<file path="src/rtl/univ_shreg_pkg.sv">
// univ_shreg_pkg
// Shared types for the universal shift register.
//   tShiftOp    : per-step operation code driven on the op port
//   tShregState : control FSM states (IDLE / RUN / DONE)
//   tMode141    : immediate vs. counted operating mode
//   is_single_step() : ops that complete in one step even when started as counted
package univ_shreg_pkg;

  typedef enum logic [2:0] {
    OP_LOAD  = 3'd0,
    OP_SHL   = 3'd1,
    OP_SHR   = 3'd2,
    OP_ROTL  = 3'd3,
    OP_ROTR  = 3'd4,
    OP_ASHR  = 3'd5,
    OP_HOLD  = 3'd6,
    OP_CLEAR = 3'd7
  } tShiftOp;

  typedef enum logic [1:0] {
    ST_IDLE = 2'd0,
    ST_RUN  = 2'd1,
    ST_DONE = 2'd2
  } tShregState;

  typedef enum logic {
    MODE_IMMEDIATE = 1'b0,
    MODE_COUNTED   = 1'b1
  } tMode141;

  // LOAD, HOLD and CLEAR give the same result however often they repeat,
  // so a counted request for them collapses to one step.
  function automatic logic is_single_step(input tShiftOp op);
    return (op == OP_LOAD) || (op == OP_HOLD) || (op == OP_CLEAR);
  endfunction

endpackage

</file>
<file path="src/rtl/univ_shreg_if.sv">
// univ_shreg_if
// Bus bundle between a controller and univ_shreg.
//   op, d, shft_in_l, shft_in_r, start, count : controller -> register
//   q, shft_out_l, shft_out_r, busy, done      : register -> controller
// Bit 0 of d/q is the MSB (left end), bit WIDTH-1 the LSB (right end).
interface univ_shreg_if #(
  parameter int WIDTH = 36,
  parameter int CNTW  = 6
);
  import univ_shreg_pkg::*;

  tShiftOp          op;
  logic [0:WIDTH-1] d;
  logic             shft_in_l;
  logic             shft_in_r;
  logic             start;
  logic [CNTW-1:0]  count;
  logic [0:WIDTH-1] q;
  logic             shft_out_l;
  logic             shft_out_r;
  logic             busy;
  logic             done;

  modport master (
    output op, d, shft_in_l, shft_in_r, start, count,
    input  q, shft_out_l, shft_out_r, busy, done
  );

  modport slave (
    input  op, d, shft_in_l, shft_in_r, start, count,
    output q, shft_out_l, shft_out_r, busy, done
  );

endinterface

</file>
<file path="src/rtl/univ_shreg_shift_step.sv">
// univ_shreg_shift_step
// Combinational next-value function for one step of the shift register.
//   i_op        : operation to apply
//   i_q         : current register contents ([0] = MSB)
//   i_d         : parallel load data
//   i_shft_in_l : bit entering at the left end on SHR
//   i_shft_in_r : bit entering at the right end on SHL
//   o_q         : register contents after the step
module univ_shreg_shift_step
  import univ_shreg_pkg::*;
#(
  parameter int WIDTH = 36
) (
  input  tShiftOp          i_op,
  input  logic [0:WIDTH-1] i_q,
  input  logic [0:WIDTH-1] i_d,
  input  logic             i_shft_in_l,
  input  logic             i_shft_in_r,
  output logic [0:WIDTH-1] o_q
);

  always_comb begin
    o_q = i_q;
    case (i_op)
      OP_LOAD:  o_q = i_d;
      OP_SHL:   o_q = {i_q[1:WIDTH-1], i_shft_in_r};
      OP_SHR:   o_q = {i_shft_in_l, i_q[0:WIDTH-2]};
      OP_ROTL:  o_q = {i_q[1:WIDTH-1], i_q[0]};
      OP_ROTR:  o_q = {i_q[WIDTH-1], i_q[0:WIDTH-2]};
      // Left end is the sign bit, so it is replicated.
      OP_ASHR:  o_q = {i_q[0], i_q[0:WIDTH-2]};
      OP_HOLD:  o_q = i_q;
      OP_CLEAR: o_q = '0;
      default:  o_q = i_q;
    endcase
  end

endmodule

</file>
<file path="src/rtl/univ_shreg.sv">
// univ_shreg
// Universal shift register with immediate single-step mode and a counted
// multi-step mode sequenced by an IDLE/RUN/DONE FSM.
//   clk   : clock, all state changes on posedge
//   reset : asynchronous active-high reset (clears q and aborts any run)
//   bus   : univ_shreg_if slave port
//     op/d/shft_in_l/shft_in_r : step operation, load data, serial inputs
//     start/count              : request a counted operation of count steps
//     q, shft_out_l/r          : contents and its end bits
//     busy                     : high while stepping in RUN
//     done                     : one-cycle completion pulse (DONE state)
module univ_shreg
  import univ_shreg_pkg::*;
#(
  parameter int WIDTH = 36,
  parameter int CNTW  = 6
) (
  input  logic            clk,
  input  logic            reset,
  univ_shreg_if.slave     bus
);

  tShregState       r_state;
  tShiftOp          r_op;
  logic [CNTW-1:0]  r_rem;
  logic [0:WIDTH-1] r_q;

  tShregState       w_state_nxt;
  tShiftOp          w_op_nxt;
  logic [CNTW-1:0]  w_rem_nxt;
  logic [0:WIDTH-1] w_q_nxt;
  tShiftOp          w_step_op;
  logic [0:WIDTH-1] w_q_step;

  // RUN steps with the op captured at start; live op is ignored there.
  assign w_step_op = (r_state == ST_RUN) ? r_op : bus.op;

  univ_shreg_shift_step #(.WIDTH(WIDTH)) u_step (
    .i_op        (w_step_op),
    .i_q         (r_q),
    .i_d         (bus.d),
    .i_shft_in_l (bus.shft_in_l),
    .i_shft_in_r (bus.shft_in_r),
    .o_q         (w_q_step)
  );

  always_ff @(posedge clk or posedge reset) begin
    if (reset) begin
      r_state <= ST_IDLE;
      r_op    <= OP_HOLD;
      r_rem   <= '0;
      r_q     <= '0;
    end else begin
      r_state <= w_state_nxt;
      r_op    <= w_op_nxt;
      r_rem   <= w_rem_nxt;
      r_q     <= w_q_nxt;
    end
  end

  always_comb begin
    w_state_nxt = r_state;
    w_op_nxt    = r_op;
    w_rem_nxt   = r_rem;
    w_q_nxt     = r_q;
    case (r_state)
      ST_IDLE: begin
        if (!bus.start) begin
          w_q_nxt = w_q_step;
        end else begin
          w_op_nxt = bus.op;
          if (is_single_step(bus.op)) begin
            w_q_nxt     = w_q_step;
            w_rem_nxt   = '0;
            w_state_nxt = ST_DONE;
          end else if (bus.count == '0) begin
            w_rem_nxt   = '0;
            w_state_nxt = ST_DONE;
          end else begin
            // q is left alone on the start edge; stepping begins next edge.
            w_rem_nxt   = bus.count;
            w_state_nxt = ST_RUN;
          end
        end
      end
      ST_RUN: begin
        w_q_nxt   = w_q_step;
        w_rem_nxt = r_rem - 1'b1;
        if (r_rem == CNTW'(1)) w_state_nxt = ST_DONE;
      end
      ST_DONE: begin
        w_state_nxt = ST_IDLE;
      end
      default: begin
        w_state_nxt = ST_IDLE;
      end
    endcase
  end

  assign bus.q          = r_q;
  assign bus.shft_out_l = r_q[0];
  assign bus.shft_out_r = r_q[WIDTH-1];
  assign bus.busy       = (r_state == ST_RUN);
  assign bus.done       = (r_state == ST_DONE);

endmodule

</file>
<file path="src/flat_wrapper.sv">
// flat-port wrapper written by rule: the top's interface ports become plain ports
module univ_shreg_flat import univ_shreg_pkg::*;
#(
  parameter int WIDTH = 36,
  parameter int CNTW  = 6
)
  (clk, reset, bus_op, bus_d, bus_shft_in_l, bus_shft_in_r, bus_start, bus_count, bus_q, bus_shft_out_l, bus_shft_out_r, bus_busy, bus_done);
  univ_shreg_if #(.WIDTH(WIDTH), .CNTW(CNTW)) bus_i ();
  input  logic clk;
  input  logic reset;
  input wire logic [$bits(bus_i.op)-1:0] bus_op;
  input wire logic [$bits(bus_i.d)-1:0] bus_d;
  input wire logic [$bits(bus_i.shft_in_l)-1:0] bus_shft_in_l;
  input wire logic [$bits(bus_i.shft_in_r)-1:0] bus_shft_in_r;
  input wire logic [$bits(bus_i.start)-1:0] bus_start;
  input wire logic [$bits(bus_i.count)-1:0] bus_count;
  output wire logic [$bits(bus_i.q)-1:0] bus_q;
  output wire logic [$bits(bus_i.shft_out_l)-1:0] bus_shft_out_l;
  output wire logic [$bits(bus_i.shft_out_r)-1:0] bus_shft_out_r;
  output wire logic [$bits(bus_i.busy)-1:0] bus_busy;
  output wire logic [$bits(bus_i.done)-1:0] bus_done;
  assign bus_i.op = bus_op;
  assign bus_i.d = bus_d;
  assign bus_i.shft_in_l = bus_shft_in_l;
  assign bus_i.shft_in_r = bus_shft_in_r;
  assign bus_i.start = bus_start;
  assign bus_i.count = bus_count;
  assign bus_q = bus_i.q;
  assign bus_shft_out_l = bus_i.shft_out_l;
  assign bus_shft_out_r = bus_i.shft_out_r;
  assign bus_busy = bus_i.busy;
  assign bus_done = bus_i.done;
  univ_shreg #(.WIDTH(WIDTH), .CNTW(CNTW)) u_core (.clk(clk), .reset(reset), .bus(bus_i));
endmodule
</file>
<file path="config.mk">
export PLATFORM = sky130hd
export DESIGN_NAME = univ_shreg_flat
export DESIGN_NICKNAME = d
export VERILOG_FILES = /design/src/rtl/univ_shreg_pkg.sv /design/src/rtl/univ_shreg_if.sv /design/src/rtl/univ_shreg_shift_step.sv /design/src/rtl/univ_shreg.sv /design/src/flat_wrapper.sv
export SDC_FILE = /design/constraint.sdc
export NUM_CORES = 1
export LEC_CHECK = 0
export ABC_AREA = 1
export BUFFER_PORTS_ARGS = -buffer_cell sky130_fd_sc_hd__buf_2
export CORE_ASPECT_RATIO = 1.4
export CORE_MARGIN = 1.5
export CORE_UTILIZATION = 45
export DETAILED_ROUTE_END_ITERATION = 8
export GPL_ROUTABILITY_DRIVEN = 0
export HOLD_SLACK_MARGIN = 0.06
export PLACE_DENSITY_LB_ADDON = 0.3
export SLEW_MARGIN = 20
export SYNTH_ARGS = -nofsm -noshare
export SYNTH_HDL_FRONTEND = slang
export SYNTH_HIERARCHICAL = 1
export SYNTH_SLANG_ARGS = --single-unit
export TNS_END_PERCENT = 5
</file>
<file path="constraint.sdc">
create_clock -name clk -period 2.2 [get_ports clk]
set_clock_uncertainty 0.15 [all_clocks]
set_input_delay 0.11 -clock clk [delete_from_list [all_inputs] [get_ports clk]]
set_output_delay 0.11 -clock clk [all_outputs]
set_load 0.05 [all_outputs]
</file>
; Word-level counts from Yosys, hierarchy flattened
; Cells that the tools add are included.
[op_classes]
n_addsub = 1
n_eq_ne = 15
muxes = 14
reduce_logical = 11
[ops]
columns = cell, count
row1 = 36-bit one-hot mux with 8 select lines, 1
row2 = 36-bit two-way mux, 2
row3 = 36-bit one-hot mux with 2 select lines, 1
row4 = "3-bit equality test, second input constant", 6
row5 = 6-bit two-way mux, 3
row6 = 6-bit one-hot mux with 2 select lines, 1
row7 = 2-bit two-way mux, 4
row8 = 2-bit AND reduction, 4
row9 = "3-bit by 2-bit equality test with 1-bit output, second input constant", 2
row10 = "6-bit by 1-bit equality test with 1-bit output, second input constant", 1
row11 = 3-bit zero test, 2
row12 = 6-bit zero test, 1
row13 = "6-bit by 1-bit subtractor with 6-bit output, second input constant", 1
row14 = 2-bit one-hot mux with 2 select lines, 1
row15 = "3-bit by 1-bit equality test with 1-bit output, second input constant", 1
row16 = 3-bit two-way mux, 1
row17 = "3-bit by 2-bit inequality test with 1-bit output, second input constant", 1
row18 = "2-bit by 1-bit equality test with 1-bit output, second input constant", 1
row19 = "2-bit equality test, second input constant", 1
row20 = 2-bit zero test, 1
row21 = 1-bit logical OR, 2
row22 = "2-bit by 1-bit inequality test with 1-bit output, second input constant", 1
row23 = "2-bit inequality test, second input constant", 1
row24 = 2-bit nonzero test, 1
[word_totals]
regBits = 47
in_bits = 50
out_inout_bits = 40
wordCells = 45

; Depth between registers and ports, before layout
; Gate-level depths: netlist of the first run.
[logic_depth]
ltp_word = 7
ltp_mapped = 12

; Modules after synthesis
; The synthesis of the first run kept the hierarchy.
[modules_own_cells]
columns = mod, instances, cells_per_inst, area_per_inst_um2
row1 = univ_shreg_shift_step, 1, 524, 2443.6
row2 = univ_shreg, 1, 253, 2143.3

; Least setup slack after synthesis of the first run
; OpenSTA, ideal clock, no wires.
[synth_timing]
kind = register to register
start = register u_core.r_state[1]
end = register u_core.r_q (netlist bit u_core/bus.q[17])
setup_ns = 0.120
arrival_time_ns = 2.000
slack_ns = -0.070
stages_incl_launch_ff = 12
path_buffers = 1
cell_sequence = dfrtp_1 > inv_2 > nand2_2 > o21ai_0 > inv_2 > nand3_4 > buf_4 > nor2_1 > nor2_1 > nand3_1 > nand3_1 > nand2_1
[synth_between]
elab_chain_len = 7
elab_cells_between_ends = 18
[synth_rtl]
columns = item, line_no
row1 = from (decl), univ_shreg.sv:23  ; tShregState r_state;
row2 = from (signal assigned), univ_shreg.sv:54  ; r_state <= w_state_nxt;
row3 = 2-bit by 1-bit equality test with 1-bit output (*), univ_shreg.sv:36  ; assign w_step_op = (r_state == ST_RUN) ? r_op : bus.op;
row4 = 3-bit two-way mux (*), univ_shreg.sv:36
row5 = via u_core.w_step_op[1], univ_shreg.sv:32  ; tShiftOp w_step_op;
row6 = 3-bit equality test (tied with other cells), univ_shreg_shift_step.sv:24  ; case (i_op)
row7 = 36-bit one-hot mux with 8 select lines (*), univ_shreg_shift_step.sv:24
row8 = 36-bit two-way mux, univ_shreg.sv:72  ; if (is_single_step(bus.op)) begin
row9 = 36-bit two-way mux, univ_shreg.sv:68  ; if (!bus.start) begin
row10 = 36-bit one-hot mux with 2 select lines (*), univ_shreg.sv:66  ; case (r_state)
row11 = via u_core.w_q_nxt (one bit), univ_shreg.sv:31  ; logic [0:WIDTH-1] w_q_nxt;
row12 = to (signal assigned), univ_shreg.sv:57  ; r_q <= w_q_nxt;
row13 = to (decl), univ_shreg.sv:26  ; logic [0:WIDTH-1] r_q;
; Mark *: on every way through the listed nets, which the timed path passes. The rest lies on a longest branch. The select of a mux whose other input is x is not followed.
; A chain may end at the register's enable or synchronous reset.

; Worst setup path in the final report of the first run
[layout_timing]
start = register u_core.r_state[1]
end = register u_core.r_q (netlist bit u_core/bus.q[16])
; The elaborated chain is that of the path after synthesis.

==> qor.yml, run 1 <==
path_cells: "inv_2, nand2_2, o21ai_4, inv_2, nand3_4, nor2_1, nor2_1, nand3_1, nand3_1, nand2_1"
die_w_microns: 88.3
nets: 950
async_flop_share: 1.00
ys_seq_area_frac: 0.257
synthSimpleGateAreaFrac: 0.600
final_max_slew_viol_count: 0
rows: 43
synth_top_family_by_area: "simple AND/OR/NAND/NOR gates"
crit_arrival_ns: 2.16
syn_inst: 777
grt_pass1_wl_microns: 24400
numPortBuffers: 89
synth_compound_area_frac: 0.0175
synthesis.area_sq_mm: 0.00459
synth_top_cell_area_share: 0.245
cpMaxStageDelayCell: "dfrtp_1"
max_cap_violations: 0
grt_pass1_vias: 5516
start_util: 0.463
drive_gt1_frac: 0.178
setup_viol: 0
dpl.hpwl_microns: 9360
vias_per_cell: 5.72
drt_iter0_drc: 559
totalWireLength_microns: 15400
syn2layout_area_growth_pct: 28.7
synth.largest_area_cell: "dfrtp_1"
synth_cell_types: 26
multi_input_area_sq_mm: 0.00293
regArea_sq_mm: 0.00118
dr_total_vias: 5916
antenna_cells: 0
path_delay_family: "simple AND/OR/NAND/NOR gates"
fp.coreArea_sq_mm: 0.00990
cp.required_ns: 2.23
clock_latency_ns: 0.30
die_area_sq_mm: 0.0108
numCtsBuffers: 5
p_total_w: 0.00919
max_freq_mhz: 470
post-route-period-util: 0.966
path_buf_inv: 2
io_pins: 90
ir_worst_vdd_mv: 1.13
htreeDepth: 2
post-place-cells: 967
die_h_microns: 122
utilization: 0.596
clkSinkCount: 47
p_leak_nw: 3.08
cts_tree: "done"
cts_buffer_depth: 2
synth_warnings: 6
grt_overflow_total: 0
ant_nets: 0
start_kind: "flip-flop"
cp_slowest_stage_delay_ns: 0.42
p_per_area_mw_per_mm2: 1560
synthTopCellsByCount: "nand2_1, nor2_1, nand3_1"
criticalPathCategory: "flip-flop to flip-flop"
drc: 0
clk_pin_slew_ns: 0.07
yosysMostFrequentCell: "nand2_1"
wl_per_cell_microns: 14.9
antenna_found_initial: 0
synth_fa_ha_area_frac: 0.00546
stdcell_count: 1034
synth_ff_type: "dfrtp_1"
relSlewSlack: 0.672
outcome: "complete, no violations"
gr-usage-all-layers: 0.277
fillers: 976
synth_area_leaders: "dfrtp_1, nand2_1, nand4_1"
rsz0062_at_grt: "true"
ys_ff_latch: 47
hold_class: "primary input to flip-flop"
period_needed_ns: 2.13
crit_fanout: 18
synth.net_count: 829
synth_xor_area_frac: 0
synth-edff-count: 0
end_kind: "flip-flop"
muxShareOfSynthArea: 0
root_buffer: "clkbuf_16"
worstMarginPinSlew_ns: 0.491
grt_max_degree: 40
drt-pass1-iter-count: 6
hold_viol_final: 0
synth.avg_cell_area_sq_um: 5.90
## final cells by class
cell class / count / share of cell area
clock buffer: 8 / 0.0265
multi-input combinational: 617 / 0.496
timing repair buffer: 173 / 0.214
tap: 135 / 0.0286
sequential: 47 / 0.200
inverter: 54 / 0.0348
## cells by family (layout without fill, tap and decap cells)
kind of cell / after synthesis / in the layout
AOI/OAI and AO/OA: 14 / 15
DFF: 47 / 47
and+or+nand+nor: 598 / 600
adders and majority gates: 2 / 2
buffers and inverters: 116 / 235
## registers in the layout (all words and copies together) (netlist names)
signal and count:
u_core/r_state 2, u_core/r_op 3, u_core/r_rem 6, u_core/bus.q 36
## power breakdown
group,total [W],internal [W],switching (W)
sequential,0.00172,0.00122,0.000500
combinational,0.00664,0.00204,0.00459
clock,0.000832,0.000485,0.000347
total,0.00919,0.00375,0.00544
## cells in the final DEF (no fill, tap or decap), types with 5 or more instances in the layout
cell type,synthesis,routed
dlygate4sd3_1,0,46
nand3_1,118,118
nand4_1,111,111
inv_2,7,7
inv_1,47,46
buf_2,29,89
clkbuf_16,0,5
buf_4,7,29
dfrtp_1,45,45
nand2_1,204,203
nor2_1,155,155
## timing repair
action                                  in CTS  in global routing
buffers inserted                             0                 10
gates resized for setup                      0                  9
hold endpoints to repair                    65                  0
endpoints found under the setup margin       0                 36
hold buffers                                46                  0
## worst min-delay path, stage by stage
cell	delay, ns
buf_2	0.08
inv_1	0.03
nor2_1	0.09
nor2_1	0.05
nand3_1	0.05
nand3_1	0.07
nand2_1	0.06
## layer usage
metal | vias to the layer above | routed length, microns | track usage
li1 | 2844 | - | -
met1 | 2761 | 5980 | 0.321
met2 | 282 | 7970 | 0.499
met3 | 29 | 1140 | 0.0356
met4 | 0 | 320 | 0.125
met5 | - | 0 | 0
## worst paths after layout
path | from | endpoint | slack (ns) | cells past startpoint
max in group asynchronous | reset | u_core/bus.q[30] | 1.07 | 4
max reg2reg | u_core/r_state[1] | u_core/bus.q[16] | 0.07 | 10
min in group asynchronous | reset | u_core/bus.q[12] | 0.23 | 3
min | bus_shft_in_r | u_core/bus.q[35] | 0.14 | 7
min reg2reg | u_core/r_op[2] | u_core/r_op[2] | 0.35 | 2
max | u_core/r_state[1] | u_core/bus.q[16] | 0.07 | 10
## stage by stage
stage	setup TNS (ns)	hold slack [ns]	instance area, sq um	setup slack [ns]
2_1_floorplan	-0.159	0.0901	4590	-0.00664
3_3_place_gp	0	0.00780	5130	0.161
3_5_place_dp	0	0.00544	5130	0.102
4_1_cts	0	0.129	5750	0.0770
5_1_grt	-0.106	0.157	5900	-0.0150
6_report	0	0.137	5900	0.0743
Power figures use the tool's default switching activity.
==> inputs of run 2 (changes only) <==
Settings changed: BUFFER_PORTS_ARGS -buffer_cell sky130_fd_sc_hd__buf_2 to not set, CELL_PAD_IN_SITES_DETAIL_PLACEMENT set to 1, CELL_PAD_IN_SITES_GLOBAL_PLACEMENT set to 2, CORE_UTILIZATION 45 to 30, DONT_BUFFER_PORTS set to 1, GPL_TIMING_DRIVEN set to 0.
==> run 2 against run 1 <==
- the flow now finishes with violations (setup timing)
- sequential share of layout area up 0.20 points
- sequential power up 47%
- critical endpoint is now u_core/bus.q[11]
- critical path depth unchanged
- non-clock buffer count down 49
- worst setup slack worse by 0.19 ns
- global-route usage down 1.1 points
- final cell count up 0.58%
- maximum frequency down 8.1%
- sequential cell count unchanged
- register-to-register slack worse by 0.19 ns
- core utilization down 21 points
- critical path type unchanged
- hold slack worse by 0.026 ns
==> qor.yml, run 2 (synthesized netlist as in run 1, its figures left out) <==
clk_pin_slew_ns: 0.08
dpl.hpwl_microns: 14700
final_max_slew_viol_count: 0
final_common_cell: "nand2_1"
clkPwrFrac: 0.102
die_area_sq_mm: 0.0161
fillers: 2022
crit_start: "u_core/r_state[1]"
syn2layout_area_growth_pct: 27.6
swShare: 0.605
antenna_cells: 0
gr-usage-all-layers: 0.266
rsz0062_at_grt: "true"
start_util: 0.306
mostFrequentLayoutCells: "nand2_1, nor2_1, nand3_1, nand4_1, dlygate4sd3_1"
cp_slowest_stage_delay_ns: 0.45
grt_overflow_total: 0
hold_class: "primary input to flip-flop"
p_leak_nw: 2.87
clkSinkCount: 47
rows: 53
cts_buffer_depth: 2
root_buffer: "clkbuf_16"
wl_per_cell_microns: 20.5
cp.required_ns: 2.29
drt_iter0_drc: 371
io_pins: 90
grt_max_degree: 48
path_cells: "nor2_4, o21ai_4, buf_6, nor3_4, buf_6, buf_8, nand2_1, nand3_1, nand3_1, nand2_1"
fin_ws_ns: -0.112
die_w_microns: 108
max_cap_violations: 0
p_per_area_mw_per_mm2: 1750
cpMaxStageDelayCell: "dfrtp_2"
antenna_found_initial: 0
grt_pass1_vias: 5986
p_total_w: 0.0102
period_needed_ns: 2.31
start_kind: "flip-flop"
vias_per_cell: 5.49
hold_viol_final: 0
crit_fanout: 10
nets: 899
htreeDepth: 2
switchingPower_w: 0.00618
drc: 0
worstMarginPinSlew_ns: 0.717
die_h_microns: 149
drive_gt1_frac: 0.132
post-route-period-util: 1.05
grt_pass1_wl_microns: 32900
min_from: "bus_start"
rr_startpoint: "u_core/r_state[1]"
failed_checks: "setup timing"
cts_tree: "done"
outcome: "finished, violations left"
ir_worst_vdd_mv: 0.727
largest_reg_flops: 36
totalWireLength_microns: 21400
relSlewSlack: 0.522
setup_viol: 36
drt-pass1-iter-count: 4
max_freq_mhz: 432
clock_latency_ns: 0.30
fp.coreArea_sq_mm: 0.0150
criticalPathCategory: "flip-flop to flip-flop"
p_seq_frac: 0.246
multi_input_area_sq_mm: 0.00294
crit_arrival_ns: 2.41
dr_total_vias: 5712
ant_nets: 0
comb_power_share: 0.652
numCtsBuffers: 5
end_kind: "flip-flop"
numPortBuffers: 0
pre_cts_ws_ns: -0.723
internal_power_w: 0.00403
regArea_sq_mm: 0.00118
==> run 2: timing repair <==
item / in CTS / in global routing
resized for setup: 53 / 38
endpoints found under the setup margin: 37 / 37
hold endpoints to repair: 94 / 0
gates cloned: 2 / 0
setup buffers: 5 / 6
pin swaps: 2 / 5
hold buffers: 50 / 0
==> run 2: final cells by class <==
type / count / area share
clock inverters: 3 / 0.0115
plain buffers: 62 / 0.0836
well taps: 192 / 0.0411
inverters: 54 / 0.0359
clock buffers: 5 / 0.0214
multi-input cells: 615 / 0.503
flip-flops and latches: 47 / 0.202
repair buffers: 62 / 0.102
==> run 2: path summary, 6_finish.rpt <==
kind	endpoint	slack, ns	depth (start not counted)
max	u_core/bus.q[11]	-0.11	10
min	u_core/r_op[0]	0.11	3
max reg2reg	u_core/bus.q[11]	-0.11	10
min reg2reg	u_core/r_rem[4]	0.40	2
min in group asynchronous	u_core/bus.q[15]	0.24	2
max in group asynchronous	u_core/r_state[1]	1.18	2
==> run 2: metrics by stage <==
step | hold slack, ns | setup TNS [ns] | instance area, sq um | util | std cells
final | 0.111 | -2.20 | 5850 | 0.390 | 1040
after global routing | 0.142 | -5.97 | 5850 | 0.390 | 1040
after CTS | 0.0810 | -3.55 | 5710 | 0.381 | 1034
after detailed placement | -0.0204 | -21.55 | 4830 | 0.322 | 969
after global placement | 0.100 | -19.82 | 4830 | 0.322 | 969
after floorplan | 0.0901 | -0.159 | 4590 | - | 777
==> run 2: power groups by stage <==
stage,Clock (W),Combinational (W),Sequential [W]
2_1_floorplan,0,0.00403,0.00233
3_3_place_gp,0,0.00560,0.00253
3_5_place_dp,0,0.00575,0.00254
4_1_cts,0.00107,0.00629,0.00252
5_1_grt,0.00109,0.00717,0.00260
6_report,0.00104,0.00666,0.00252
==> run 2: critical path: cells and delay by family (launching register included) <==
kind,cells,cell delay (ns)
AND/OR/NAND/NOR,6,0.99
buffers and inverters,3,0.51
flip-flops,1,0.45
AO/OA/AOI/OAI,1,0.15
==> run 2: per-layer routing <==
layer | part of all wire | wire length, microns | global-route usage | vias to the layer above
li1 | - | - | - | 2742
met1 | 0.39 | 8320 | 0.301 | 2797
met2 | 0.55 | 11600 | 0.513 | 151
met3 | 0.043 | 928 | 0.0310 | 22
met4 | 0.022 | 462 | 0.0763 | 0
met5 | 0 | 0 | 0 | -
==> inputs of run 3 (changes only) <==
Settings changed: ABC_AREA 1 to not set, CORE_UTILIZATION 30 to 35.
==> run 3 against run 2 <==
- the flow still finishes with violations (setup timing)
- count of clock-buffer cells in the layout up 2
- global-route usage down 1.9 points
- wire length down 41%
- core utilization up 13 points
- area after synthesis down 26%
- sequential share of layout area up 3.9 points
- critical path depth up 1
- critical endpoint is now u_core/bus.q[16]
- largest cell class unchanged
==> qor.yml, run 3 <==
die_area_sq_mm: 0.0103
end_kind: "flip-flop"
mostFrequentLayoutCells: "dfrtp_1, dlygate4sd3_1, mux2_2, nor2_1, a211oi_2"
synth_top_family_by_area: "compound AO/OA/AOI/OAI gates"
cts_tree: "done"
ys_seq_area_frac: 0.347
synth_warnings: 6
drt_iter0_drc: 135
dr_total_vias: 3224
wl_per_cell_microns: 24.2
hold_class: "primary input to flip-flop"
post-place-cells: 452
synthesis.area_sq_mm: 0.00340
rsz0062_at_grt: "true"
cts_buffer_depth: 2
synth_cell_types: 51
synth_ff_type: "dfrtp_1"
start_util: 0.359
period_needed_ns: 2.22
grt_overflow_total: 0
grt_pass1_wl_microns: 19600
async_flop_share: 1.00
vias_per_cell: 6.22
root_buffer: "clkbuf_16"
ff2ff_path_depth: 11
stdcell_area_sq_mm: 0.00490
synth_area_leaders: "dfrtp_1, mux2_2, a211oi_2"
clkSinkCount: 47
synth.net_count: 392
cp.required_ns: 2.28
crit_arrival_ns: 2.30
hold_ws_ns: 0.0736
numPortBuffers: 0
relSlewSlack: 0.380
r2r_end: "u_core/bus.q[16]"
synthSimpleGateAreaFrac: 0.114
synth.largest_area_cell: "dfrtp_1"
outcome: "finished, violations left"
rows: 42
synth_fa_ha_area_frac: 0.00737
io_pins: 90
clock_latency_ns: 0.29
drive_gt1_frac: 0.507
hold_path_depth: 3
muxShareOfSynthArea: 0.129
synth-edff-count: 0
r2r_setup_slack_ns: -0.02
synth_top_cell_area_share: 0.332
worstMarginPinSlew_ns: 0.929
syn_inst: 340
setup_viol: 2
synth.avg_cell_area_sq_um: 9.99
grt_max_degree: 30
placed_area_sq_mm: 0.00373
fillers: 988
post-route-period-util: 1.01
failed_checks: "setup timing"
antenna_found_initial: 0
totalWireLength_microns: 12500
numCtsBuffers: 5
rr_startpoint: "u_core/r_state[1]"
yosysMostFrequentCell: "dfrtp_1"
criticalPathCategory: "flip-flop to flip-flop"
drc: 0
die_w_microns: 86.2
max_cap_violations: 0
fp.coreArea_sq_mm: 0.00946
die_h_microns: 120
holdPathEnd: "u_core/bus.q[3]"
stdcell_count: 518
start_kind: "flip-flop"
syn2layout_area_growth_pct: 44.3
synthTopCellsByCount: "dfrtp_1, nor2_1, o22ai_1"
crit_fanout: 8
ys_ff_latch: 47
nets: 459
gr-usage-all-layers: 0.247
grt_pass1_vias: 3582
min_from: "bus_d[32]"
crit_start: "u_core/r_state[1]"
clk_pin_slew_ns: 0.07
dpl.hpwl_microns: 8120
max_freq_mhz: 451
setup_tns_ns: -0.0228
antenna_cells: 0
synth_xor_area_frac: 0.00258
htreeDepth: 2
drt-pass1-iter-count: 4
hold_viol_final: 0
largest_reg_flops: 36
synth_compound_area_frac: 0.322
fin_ws_ns: -0.0155
ant_nets: 0
final_max_slew_viol_count: 0
[run 3: cell count changes after synthesis, sizes merged, moves of 4 or more]
cell / before / now
nor2b: 0 / 4
a211oi: 0 / 34
inv: 54 / 13
a221oi: 0 / 31
o22ai: 0 / 35
nand4: 111 / 1
buf: 45 / 28
o21ai: 7 / 3
nor2: 157 / 38
nand3: 122 / 4
nand2: 206 / 22
clkbuf: 17 / 4
mux2: 0 / 36
[run 3: stage by stage]
stage          setup slack (ns)   util
2_1_floorplan           -0.0577      -
3_3_place_gp             -0.421  0.389
3_5_place_dp             -0.454  0.394
4_1_cts                 -0.0537  0.505
5_1_grt                 -0.0807  0.518
6_report                -0.0155  0.518
[run 3: worst max-delay path by stage]
stage / to / slack, ns / cells past startpoint
3_5_place_dp: u_core/bus.q[15] / -0.45 / 10
2_1_floorplan: u_core/bus.q[20] / -0.06 / 12
4_1_cts: u_core/bus.q[5] / -0.05 / 11
3_3_place_gp: u_core/bus.q[15] / -0.42 / 10
5_1_grt: u_core/bus.q[16] / -0.08 / 11
6_report: u_core/bus.q[16] / -0.02 / 11
[run 3: cell families after synthesis]
family	after synthesis
AO/OA/AOI/OAI	122
XOR/XNOR	1
buffers and inverters	46
AND/OR/NAND/NOR	84
multiplexers	38
adder cells (fa/ha/maj)	2
flip-flops	47
[run 3: critical path, cell delays in order, from the launching register on]
cell and delay, ns:
dfrtp_2 0.41, nand2b_4 0.18, clkinv_8 0.11, nand2_1 0.07, nand2_2 0.12, clkinv_4 0.11, nor2_4 0.22, buf_12 0.17
buf_4 0.11, a221oi_2 0.05, a211oi_2 0.25, mux2_2 0.19
[run 3: cell type report]
class                      instances  area [sq um]  area share
tap                              110           138      0.0281
clock inverter                     1          5.00     0.00102
inverter                          14          72.6      0.0148
timing repair buffer              61           641       0.131
sequential                        47          1180       0.241
buffer                            30           312      0.0636
multi-input combinational        247          2410       0.492
clock buffer                       7           133      0.0271
timing repair inverter             1          8.76     0.00179
[run 3: what timing repair did]
item                                   CTS  global route
gates cloned                             2             0
resized for setup                       83            20
pin swaps                               12             8
setup endpoints to repair               36            36
endpoints found under the hold margin   90             0
hold buffers                            44             0
setup buffers                            8             6
[run 3: metal layers]
metal	global-route usage	up-vias	share of wire
li1	-	1466	-
met1	0.276	1652	0.38
met2	0.464	87	0.55
met3	0.0495	19	0.051
met4	0.0696	0	0.017
met5	0	-	0
Power of run 3 is left out: the tool's default activity adds up to more than one toggle a clock period on the data nets, which glitch-free logic cannot reach.
